## src/rtl/ssd1306_microcode_pkg.sv

```systemverilog
// Shared definitions for the SSD1306 microcode format: opcodes, field positions
// and the sequencer state encoding. Also used by the ROM image generator.
package ssd1306_microcode_pkg;

  localparam int INSTR_WIDTH   = 10;
  localparam int OPCODE_MSB    = 9;
  localparam int OPCODE_LSB    = 8;
  localparam int PAYLOAD_WIDTH = 8;

  typedef enum logic [1:0] {
    OP_CMD   = 2'b00,
    OP_DATA  = 2'b01,
    OP_DELAY = 2'b10,
    OP_END   = 2'b11
  } opcode_e;

  typedef enum logic [2:0] {
    ST_IDLE,
    ST_FETCH,
    ST_SEND,
    ST_DELAY,
    ST_FINISH
  } seq_state_e;

  function automatic opcode_e instr_opcode(input logic [INSTR_WIDTH-1:0] instr);
    return opcode_e'(instr[OPCODE_MSB:OPCODE_LSB]);
  endfunction

  function automatic logic [PAYLOAD_WIDTH-1:0] instr_payload(input logic [INSTR_WIDTH-1:0] instr);
    return instr[PAYLOAD_WIDTH-1:0];
  endfunction

endpackage

```

## src/rtl/ssd1306_delay_timer.sv

```systemverilog
// Load/decrement interval timer. expired is high during the final cycle of the
// loaded interval, so a caller that leaves on expired spends exactly load_value cycles.
module ssd1306_delay_timer #(
  parameter int COUNT_WIDTH = 18
) (
  input  logic                   clk,
  input  logic                   reset_n,
  input  logic                   load,
  input  logic [COUNT_WIDTH-1:0] load_value,
  input  logic                   enable,
  output logic                   expired
);

  logic [COUNT_WIDTH-1:0] count;

  // NOTE: sequential state is assigned with <= so every flop samples pre-edge values.
  always_ff @(posedge clk or negedge reset_n) begin
    if (!reset_n) begin
      count <= '0;
    end else if (load) begin
      count <= load_value;
    end else if (enable && count != '0) begin
      count <= count - COUNT_WIDTH'(1);
    end
  end

  assign expired = (count == COUNT_WIDTH'(1));

endmodule

```

## src/rtl/ssd1306_microcode_sequencer.sv

```systemverilog
// Fetches 10-bit microinstructions from the init/refresh ROM and executes them:
// CMD/DATA bytes go to the SPI transmitter, DELAY instructions are timed locally.
module ssd1306_microcode_sequencer
  import ssd1306_microcode_pkg::*;
#(
  parameter  int ROM_SIZE          = 40,
  parameter  int DATA_WIDTH        = 10,
  parameter  int DELAY_UNIT_CYCLES = 1000,
  localparam int ADDRESS_BITS      = $clog2(ROM_SIZE)
) (
  input  logic                    clk,
  input  logic                    reset_n,
  input  logic                    start,
  output logic                    busy,
  output logic                    done,
  output logic [ADDRESS_BITS-1:0] rom_address,
  input  logic [DATA_WIDTH-1:0]   rom_data,
  input  logic                    rom_overflow,
  output logic [7:0]              tx_data,
  output logic                    tx_dc,
  output logic                    tx_valid,
  input  logic                    tx_ready
);

  localparam int COUNT_WIDTH = $clog2(255 * DELAY_UNIT_CYCLES + 1);
  localparam logic [ADDRESS_BITS-1:0] LAST_ADDRESS = ADDRESS_BITS'(ROM_SIZE - 1);

  seq_state_e              state, state_next;
  logic [ADDRESS_BITS-1:0] address_next;
  logic [DATA_WIDTH-1:0]   instr_q, instr_next;
  logic                    busy_next, done_next, valid_next;
  logic                    advance, timer_load, timer_expired;
  opcode_e                 fetch_op;
  logic [7:0]              fetch_payload;
  logic [COUNT_WIDTH-1:0]  delay_cycles;

  assign fetch_op      = instr_opcode(rom_data);
  assign fetch_payload = instr_payload(rom_data);
  assign delay_cycles  = COUNT_WIDTH'(fetch_payload) * COUNT_WIDTH'(DELAY_UNIT_CYCLES);

  // The byte on offer comes straight from the instruction register, which only
  // changes in FETCH, so tx_data/tx_dc hold steady for the whole handshake.
  assign tx_data = instr_payload(instr_q);
  assign tx_dc   = (instr_opcode(instr_q) == OP_DATA);

  ssd1306_delay_timer #(
    .COUNT_WIDTH (COUNT_WIDTH)
  ) u_delay_timer (
    .clk        (clk),
    .reset_n    (reset_n),
    .load       (timer_load),
    .load_value (delay_cycles),
    .enable     (state == ST_DELAY),
    .expired    (timer_expired)
  );

  always_ff @(posedge clk or negedge reset_n) begin
    if (!reset_n) begin
      state       <= ST_IDLE;
      rom_address <= '0;
      instr_q     <= '0;
      busy        <= 1'b0;
      done        <= 1'b0;
      tx_valid    <= 1'b0;
    end else begin
      state       <= state_next;
      rom_address <= address_next;
      instr_q     <= instr_next;
      busy        <= busy_next;
      done        <= done_next;
      tx_valid    <= valid_next;
    end
  end

  // NOTE: every signal written here gets a default first, so no path infers a latch.
  always_comb begin
    state_next   = state;
    address_next = rom_address;
    instr_next   = instr_q;
    busy_next    = busy;
    done_next    = done;
    valid_next   = tx_valid;
    advance      = 1'b0;
    timer_load   = 1'b0;

    unique case (state)
      ST_IDLE: begin
        if (start) begin
          state_next   = ST_FETCH;
          address_next = '0;
          busy_next    = 1'b1;
          done_next    = 1'b0;
        end
      end
      ST_FETCH: begin
        instr_next = rom_data;
        if (rom_overflow || fetch_op == OP_END) begin
          state_next = ST_FINISH;
        end else if (fetch_op == OP_DELAY) begin
          if (fetch_payload == 8'd0) begin
            advance = 1'b1;
          end else begin
            timer_load = 1'b1;
            state_next = ST_DELAY;
          end
        end else begin
          state_next = ST_SEND;
          valid_next = 1'b1;
        end
      end
      ST_SEND: begin
        if (tx_ready) begin
          valid_next = 1'b0;
          advance    = 1'b1;
        end
      end
      ST_DELAY: begin
        if (timer_expired) advance = 1'b1;
      end
      ST_FINISH: begin
        state_next   = ST_IDLE;
        address_next = '0;
        busy_next    = 1'b0;
        done_next    = 1'b1;
      end
      default: state_next = ST_IDLE;
    endcase

    // End of ROM finishes instead of wrapping back to address 0.
    if (advance) begin
      if (rom_address == LAST_ADDRESS) begin
        state_next = ST_FINISH;
      end else begin
        state_next   = ST_FETCH;
        address_next = rom_address + ADDRESS_BITS'(1);
      end
    end
  end

endmodule
```

## config.mk

```make
export PLATFORM = sky130hd
export DESIGN_NAME = ssd1306_microcode_sequencer
export DESIGN_NICKNAME = d
export VERILOG_FILES = /design/src/rtl/ssd1306_microcode_pkg.sv /design/src/rtl/ssd1306_delay_timer.sv /design/src/rtl/ssd1306_microcode_sequencer.sv
export SDC_FILE = /design/constraint.sdc
export NUM_CORES = 1
export LEC_CHECK = 0
export ABC_AREA = 1
export CAP_MARGIN = 15
export CORE_MARGIN = 5
export CORE_UTILIZATION = 59
export CTS_BUF_LIST = sky130_fd_sc_hd__clkbuf_8
export CTS_CLUSTER_SIZE = 28
export DETAILED_ROUTE_END_ITERATION = 10
export GPL_ROUTABILITY_DRIVEN = 0
export HOLD_SLACK_MARGIN = 0.12
export PLACE_DENSITY = 0.81
export SYNTH_ARGS = -nofsm -noshare
export SYNTH_HDL_FRONTEND = slang
export SYNTH_SLANG_ARGS = --single-unit
```

## constraint.sdc

```tcl
create_clock -name clk -period 1.93 [get_ports clk]
set_input_delay 0.386 -clock clk [delete_from_list [all_inputs] [get_ports clk]]
set_output_delay 0.386 -clock clk [all_outputs]
set_load 0.01 [all_outputs]
```

==> summary.txt <==
Route
  – First-pass detailed-route iteration total: 5
  – DRT Wirelength: about 12000 um
  – Post-route ant nets: 0
  – DR vias: a little over 4000
  – DRC Markers: 0
  – DR WL/cell: 17.24 um
  – 1st-iter DRT viols: around 470
  – Vias/cell: 5.865

Power
  – VDD IR-drop max: 1.351 mV
  – Int Pwr: approximately 4000 uW
  – Pwr per Cell Area: 1454 nW/um2
  – Sw Share: between 40% and 50%
  – Gate power share: between 70% and 80%
  – Clock power share: 7.9%
  – Leakage: between 0.002 and 0.003 uW
  – Total power: just under 8000 uW
  – Seq pwr share: between 10% and 20%
  – P_sw: roughly 3800 uW

Die
  – Die X-Extent: just over 90 um
  – Row Count: 30
  – Starting Density: approximately 60%
  – Core outline area: approximately 6700 um2
  – Die area: roughly 8500 um2
  – Height of the die: just over 90 um
  – IO Count: 33

Setup path
  – Critical path origin: rom_data[4]
  – Max incr delay on CP: between 500 and 600 ps
  – CP dominant cell by count: nand2_1
  – Startpoint Class: input port
  – Worst r2r src: state[2]
  – CP max stage cell: fa_1
  – Crit path DAT: 3740 ps
  – R2r worst-path depth: 8
  – Max Fanout on Critical Path: 5
  – Worst endpoint required time: around 2100 ps
  – Crit path kind: input port to flip-flop
  – CP endpoint kind: flip-flop
  – R2r setup slk: -30 ps
  – FF-to-FF End: u_delay_timer.count[17]
  – CP Cell Sequence: buf_4 > clkinvlp_4 > buf_6 > fa_1 > inv_1 > fa_1 > fa_1 > ha_4 > ha_4 > nand2_1 > nand2_1 > nor2_2 > nand2_1 > nand2_1 > nand2_2 > nand2_2 > nand2_2 > nand2_1 > nand2_1

Layout
  – Layout cells sized above 1: between 20% and 30%
  – Multi-input gate area: between 2000 and 3000 um2
  – Final Cell Area: 5326 um2
  – Final #Nets: about 700
  – Non-Filler Instances: ~700
  – FILL cells: ~380
  – Ant diodes: 0
  – Area Overhead vs Synth: 33.16%
  – FF+latch area: approximately 1000 um2

Synthesis
  – Mapped Avg Cell Area: 7.533 um2
  – Synth unique cells: 38
  – Net Count, Synth: between 600 and 700
  – Post-synth top flop: dfrtp_1
  – Synth warn: 0
  – #FFs+latches synth: 40
  – Async SR Flop Fraction: 100.0%
  – Gate Count Post-Synth: 531
  – Sequential fraction of the synthesis area: between 20% and 30%
  – Number of synthesized flops with an enable pin: 0
  – Post-Syn Area: approximately 4000 um2

Place
  – DP Wirelength: 7938 um
  – Placed insts: roughly 680
  – Placed cell area: between 4000 and 5000 um2
  – Buffers on Ports: 32

STA
  – Final period util: 183.6%
  – Fin worst setup slack: -1613 ps
  – Fin. Hold Viols: 0
  – Max transition margin: approximately two thirds
  – RSZ-0062 raised after global routing: yes
  – Fin. max-slew vios: 0
  – Highest clock rate: between 200 and 300 MHz
  – Setup violations, final: 11
  – Final Critical Period: about 3500 ps
  – Setup Skew: between 4 and 5 ps
  – Worst Tran Pin Value: roughly 520 ps
  – WHS: 134.0 ps

CTS
  – CTS tree: built
  – Clk Tree Root Cell: clkbuf_8
  – H-Tree Depth: 2
  – Clock Sinks: 40
  – CTS max path bufs: 2
  – Hold_buf cts: 0
  – Worst skew pair latency: 300 ps
  – Clock transition at the registers of the reported paths: 80 ps
  – Total CTS buffers: 5

Status
  – Status: finished with violations
  – Failing checks: negative setup slack

GRT
  – Global-route wire length before repair: between 15000 and 20000 um
  – Total GRT Usage: about a quarter
  – Initial antenna violation count: 0
  – Largest net degree at the start of global routing: roughly 40
  – GRT Residual Overflow: 0
  – Vias in the first global route: 4061

Min path
  – Hold Crit Class: input port to asynchronous set/reset pin

Job
  – Max-cap violations: 0
[worst max-delay path, delay by kind of cell]
family	cells	cell delay (ps)
fa+ha+maj	5	2090
simple gates	10	770
buf+inv	4	490
[synthesized netlist by cell type, drive strengths merged (6+ instances only)]
master | instances | area (um2)
a21oi | 17 | 85.08
buf | 14 | 115.1
dfrtp | 40 | 1001
fa | 21 | 420.4
ha | 46 | 575.6
inv | 82 | 307.8
nand2 | 142 | 548.0
nand3 | 46 | 230.2
nand4 | 8 | 50.05
nor2 | 53 | 231.5
o21ai | 27 | 142.6
xnor2 | 6 | 52.55
xor2 | 8 | 70.07
[logic make-up (layout without fill, tap and decap cells)]
group	after synthesis	after routing	synth area share [%]
compound gates	56	56	8.320
xor+xnor	14	14	3.065
fa+ha+maj	67	67	24.90
buf+inv	97	182	10.67
flops	40	40	25.02
simple gates	257	257	28.03
[area by class of cell]
class | count | share of cell area [%]
clock buffers | 6 | 1.550
multi-input cells | 394 | 55.88
clock inverters | 2 | 0.2114
repair buffers | 92 | 15.62
inverters | 82 | 6.061
well taps | 80 | 1.879
flip-flops and latches | 40 | 18.79
[state kept, by name, summed over array words and instances (netlist names)]
register	cells
state	3
u_delay_timer.count	18
tx_valid	1
busy	1
rom_address	6
instr_q	10
done	1
[power by group through the flow]
stage	registers [uW]	clock network (uW)	logic (uW)
floorplan	1450	0	3260
global placement	1490	0	4390
detailed placement	1500	0	4560
CTS	1490	612	5010
global route	1550	645	6070
finish	1510	612	5620
[cell usage in the layout (no fill, tap or decap), types with 3 or more instances in the layout]
master / count
nor2_2: 6
dfrtp_1: 40
xnor2_1: 5
inv_2: 17
clkinvlp_4: 3
buf_4: 48
o21ai_1: 5
nand2_1: 122
ha_4: 16
inv_1: 62
clkdlybuf4s50_1: 24
o21ai_0: 20
nand3_1: 39
nor2_1: 40
buf_8: 3
nor2_4: 7
nand2_2: 16
ha_1: 29
nand2_4: 3
xor2_1: 6
a21oi_2: 5
clkbuf_8: 6
buf_6: 12
nand3_2: 6
fa_1: 20
nand4_1: 8
a21oi_1: 11
[worst max-delay path by stage]
stage / endpoint / cells after the start
finish: u_delay_timer.count[14] / 19
global route: u_delay_timer.count[14] / 19
CTS: u_delay_timer.count[14] / 18
detailed placement: u_delay_timer.count[14] / 18
global placement: u_delay_timer.count[15] / 14
floorplan: u_delay_timer.count[14] / 16
[routing by layer]
| metal | up-vias | wire [um] | global-route usage, % | part of all wire [%] |
|---|---|---|---|---|
| met2 | 266 | 6086 | 47.07 | 51 |
| met5 | - | 0 | 0 | 0 |
| met4 | 0 | 691 | 12.50 | 5.8 |
| met1 | 1897 | 4424 | 30.99 | 37 |
| li1 | 1845 | - | - | - |
| met3 | 74 | 796 | 4.793 | 6.6 |
[through the flow]
step           worst slack (ps)  util, %  TNS (ps)
2_1_floorplan             -1437        -    -13530
3_3_place_gp              -2201    72.70    -27770
3_5_place_dp              -2271    72.70    -29750
4_1_cts                   -1548    77.40    -14600
5_1_grt                   -1748    79.72    -15760
6_report                  -1613    79.72    -14700
[timing repair]
action,in CTS,in global routing
pin swaps,42,44
resized for setup,69,39
endpoints found under the hold margin,0,0
setup endpoints to repair,26,25
buffers inserted,5,5
No activity file was read; power rests on OpenSTA's default activity.
==> edit, RTL diff (config.mk and constraints unchanged) <==
The 5 states of `seq_state_e` get a one-hot encoding in 5 bits.
--- a/src/rtl/ssd1306_microcode_pkg.sv
+++ b/src/rtl/ssd1306_microcode_pkg.sv
@@ -14,12 +14,12 @@
     OP_END   = 2'b11
   } opcode_e;
 
-  typedef enum logic [2:0] {
-    ST_IDLE,
-    ST_FETCH,
-    ST_SEND,
-    ST_DELAY,
-    ST_FINISH
+  typedef enum logic [4:0] {
+    ST_IDLE   = 5'b00001,
+    ST_FETCH  = 5'b00010,
+    ST_SEND   = 5'b00100,
+    ST_DELAY  = 5'b01000,
+    ST_FINISH = 5'b10000
   } seq_state_e;
 
   function automatic opcode_e instr_opcode(input logic [INSTR_WIDTH-1:0] instr);
Function: same outputs for any inputs over 10 cycles, from zero or initial values and one cycle with reset_n low; not proved beyond that.
==> edit against the original RTL <==
  * The flow still finishes with violations (setup timing)
  * Area after synthesis increased by 3.3%
  * Final area up 3.6%
  * Total power down 6.1%
  * Setup slack improved by 45 ps
  * Critical endpoint is now u_delay_timer.count[16]
  * Sequential cell count is 2 higher
  * Combinational power is 8.7% lower
  * Die area up 2.9%
  * Register-to-register slack better by 110 ps
  * Wire length rose by 10%
  * Clock skew up 5.8 ps
==> edit: results (changes against the original RTL) <==
stage,metric,value,unit,change
synthesis,synth-xor-area-share,2.97,%,was 3.07%
worst_setup_path,crit_start,rom_data[1],,was rom_data[4]
power,switchingPower,3520,µW,was 3800 µW
final_layout,drive_gt1_share,27.8,%,was 27.6%
drt,met2_length,6490,µm,was 6090 µm
sta,setup_viol,11,,unchanged
synthesis,yosysSeqAreaShare,25.5,%,was 25.0%
worst_setup_path,timing.rr.end,u_delay_timer.count[10],,was u_delay_timer.count[17]
drt,drt-vias-per-instance,5.85,,was 5.86
sta,finalSetupTns,-14900,ps,was -14700 ps
sta,clock_skew,10.3,ps,was 4.46 ps
outcome,violations,setup timing,,unchanged
drt,wirelength_met1,4840,µm,was 4420 µm
sta,holdWs,422,ps,was 134 ps
drt,wl,13200,µm,was 12000 µm
synthesis,yosysWarnings,0,,unchanged
sta,worst_slack,-1570,ps,was -1610 ps
sta,slew_headroom,71.9,%,was 65.3%
power,power_leakage,0.00272,µW,was 0.00266 µW
global_route,gr-usage-met2,48.4,%,was 47.1%
worst_setup_path,rr_worst_depth,11,,was 8
place,dp_hpwl,8130,µm,was 7940 µm
final_layout,nNetsFinal,707,,was 697
worst_setup_path,r2r_start,u_delay_timer.count[1],,was state[2]
power,ir_worst_vdd,1.10,mV,was 1.35 mV
power,p_int,3750,µW,was 3940 µW
worst_setup_path,cp.arrival,3750,ps,was 3740 ps
global_route,grt_first_pass_wirelength,19800,µm,was 18200 µm
clock_tree,cts_resized,74,,was 69
synthesis,yosys.cell_types.count,40,,was 38
synthesis,synth-compound-area-share,6.72,%,was 8.32%
clock_tree,clkTransAtPathRegs,100,ps,was 80 ps
worst_setup_path,crit_end,u_delay_timer.count[16],,was u_delay_timer.count[14]
final_layout,fill_cells,400,,was 379
min_path,min_path_type,in2reg,,was in2async
synthesis,synthTopCellsByCount,"nand2_1, inv_1, nor2_1",,unchanged
global_route,use_met3,3.93,%,was 4.79%
global_route,grt_max_degree,21,,was 41
synthesis,synth_area_leaders,"dfrtp_1, ha_1, nand2_1",,unchanged
drt,dr_wl_met3,1080,µm,was 796 µm
synthesis,synthMuxAreaShare,0,%,unchanged
outcome,status,finished with violations,,unchanged
power,p_comb_share,70.5,%,was 72.6%
clock_tree,cts_hold_buf,1,,was 0
global_route,track_usage,28.5,%,was 26.6%
global_route,grt_use_met1,35.5,%,was 31.0%
drt,drt_iter0_drc,507,,was 473
global_route,grt_pass1_vias,4205,,was 4061
worst_setup_path,crit_path_max_fanout,4,,was 5
worst_setup_path,path_delay_family,adder cells,,unchanged
place,dp_slack,-2260,ps,was -2270 ps
worst_setup_path,rrSetupSlack,80,ps,was -30 ps
synthesis,synthAdderAreaFrac,24.1,%,was 24.9%
synthesis,synth_nets,619,,was 613
worst_setup_path,max_stage_delay,570,ps,was 540 ps
==> edit: cell count changes after synthesis, moves of 3 or more <==
cell and delta:
nand2_4 +3, nor2_1 +5, o22ai_1 +3, nand3_1 -3
nor2_2 +4, a21oi_1 -6
==> edit: final cells by class <==
cell class	instances	area [µm²]	share of cell area, %
Tap cell	96	120	2.18
Clock buffer	5	68.8	1.25
Timing Repair Buffer	95	850	15.4
Clock inverter	3	23.8	0.431
Multi-Input combinational cell	400	3090	56.0
Inverter	81	315	5.72
Sequential cell	42	1050	19.1
==> edit: through the flow <==
stage / cell area, µm² / utilization (%) / std cells
6_report: 5520 / 81.2 / 722
5_1_grt: 5520 / 81.2 / 722
4_1_cts: 5370 / 79.1 / 718
3_5_place_dp: 4980 / 73.3 / 705
3_3_place_gp: 4980 / 73.3 / 705
2_1_floorplan: 4230 / - / 537
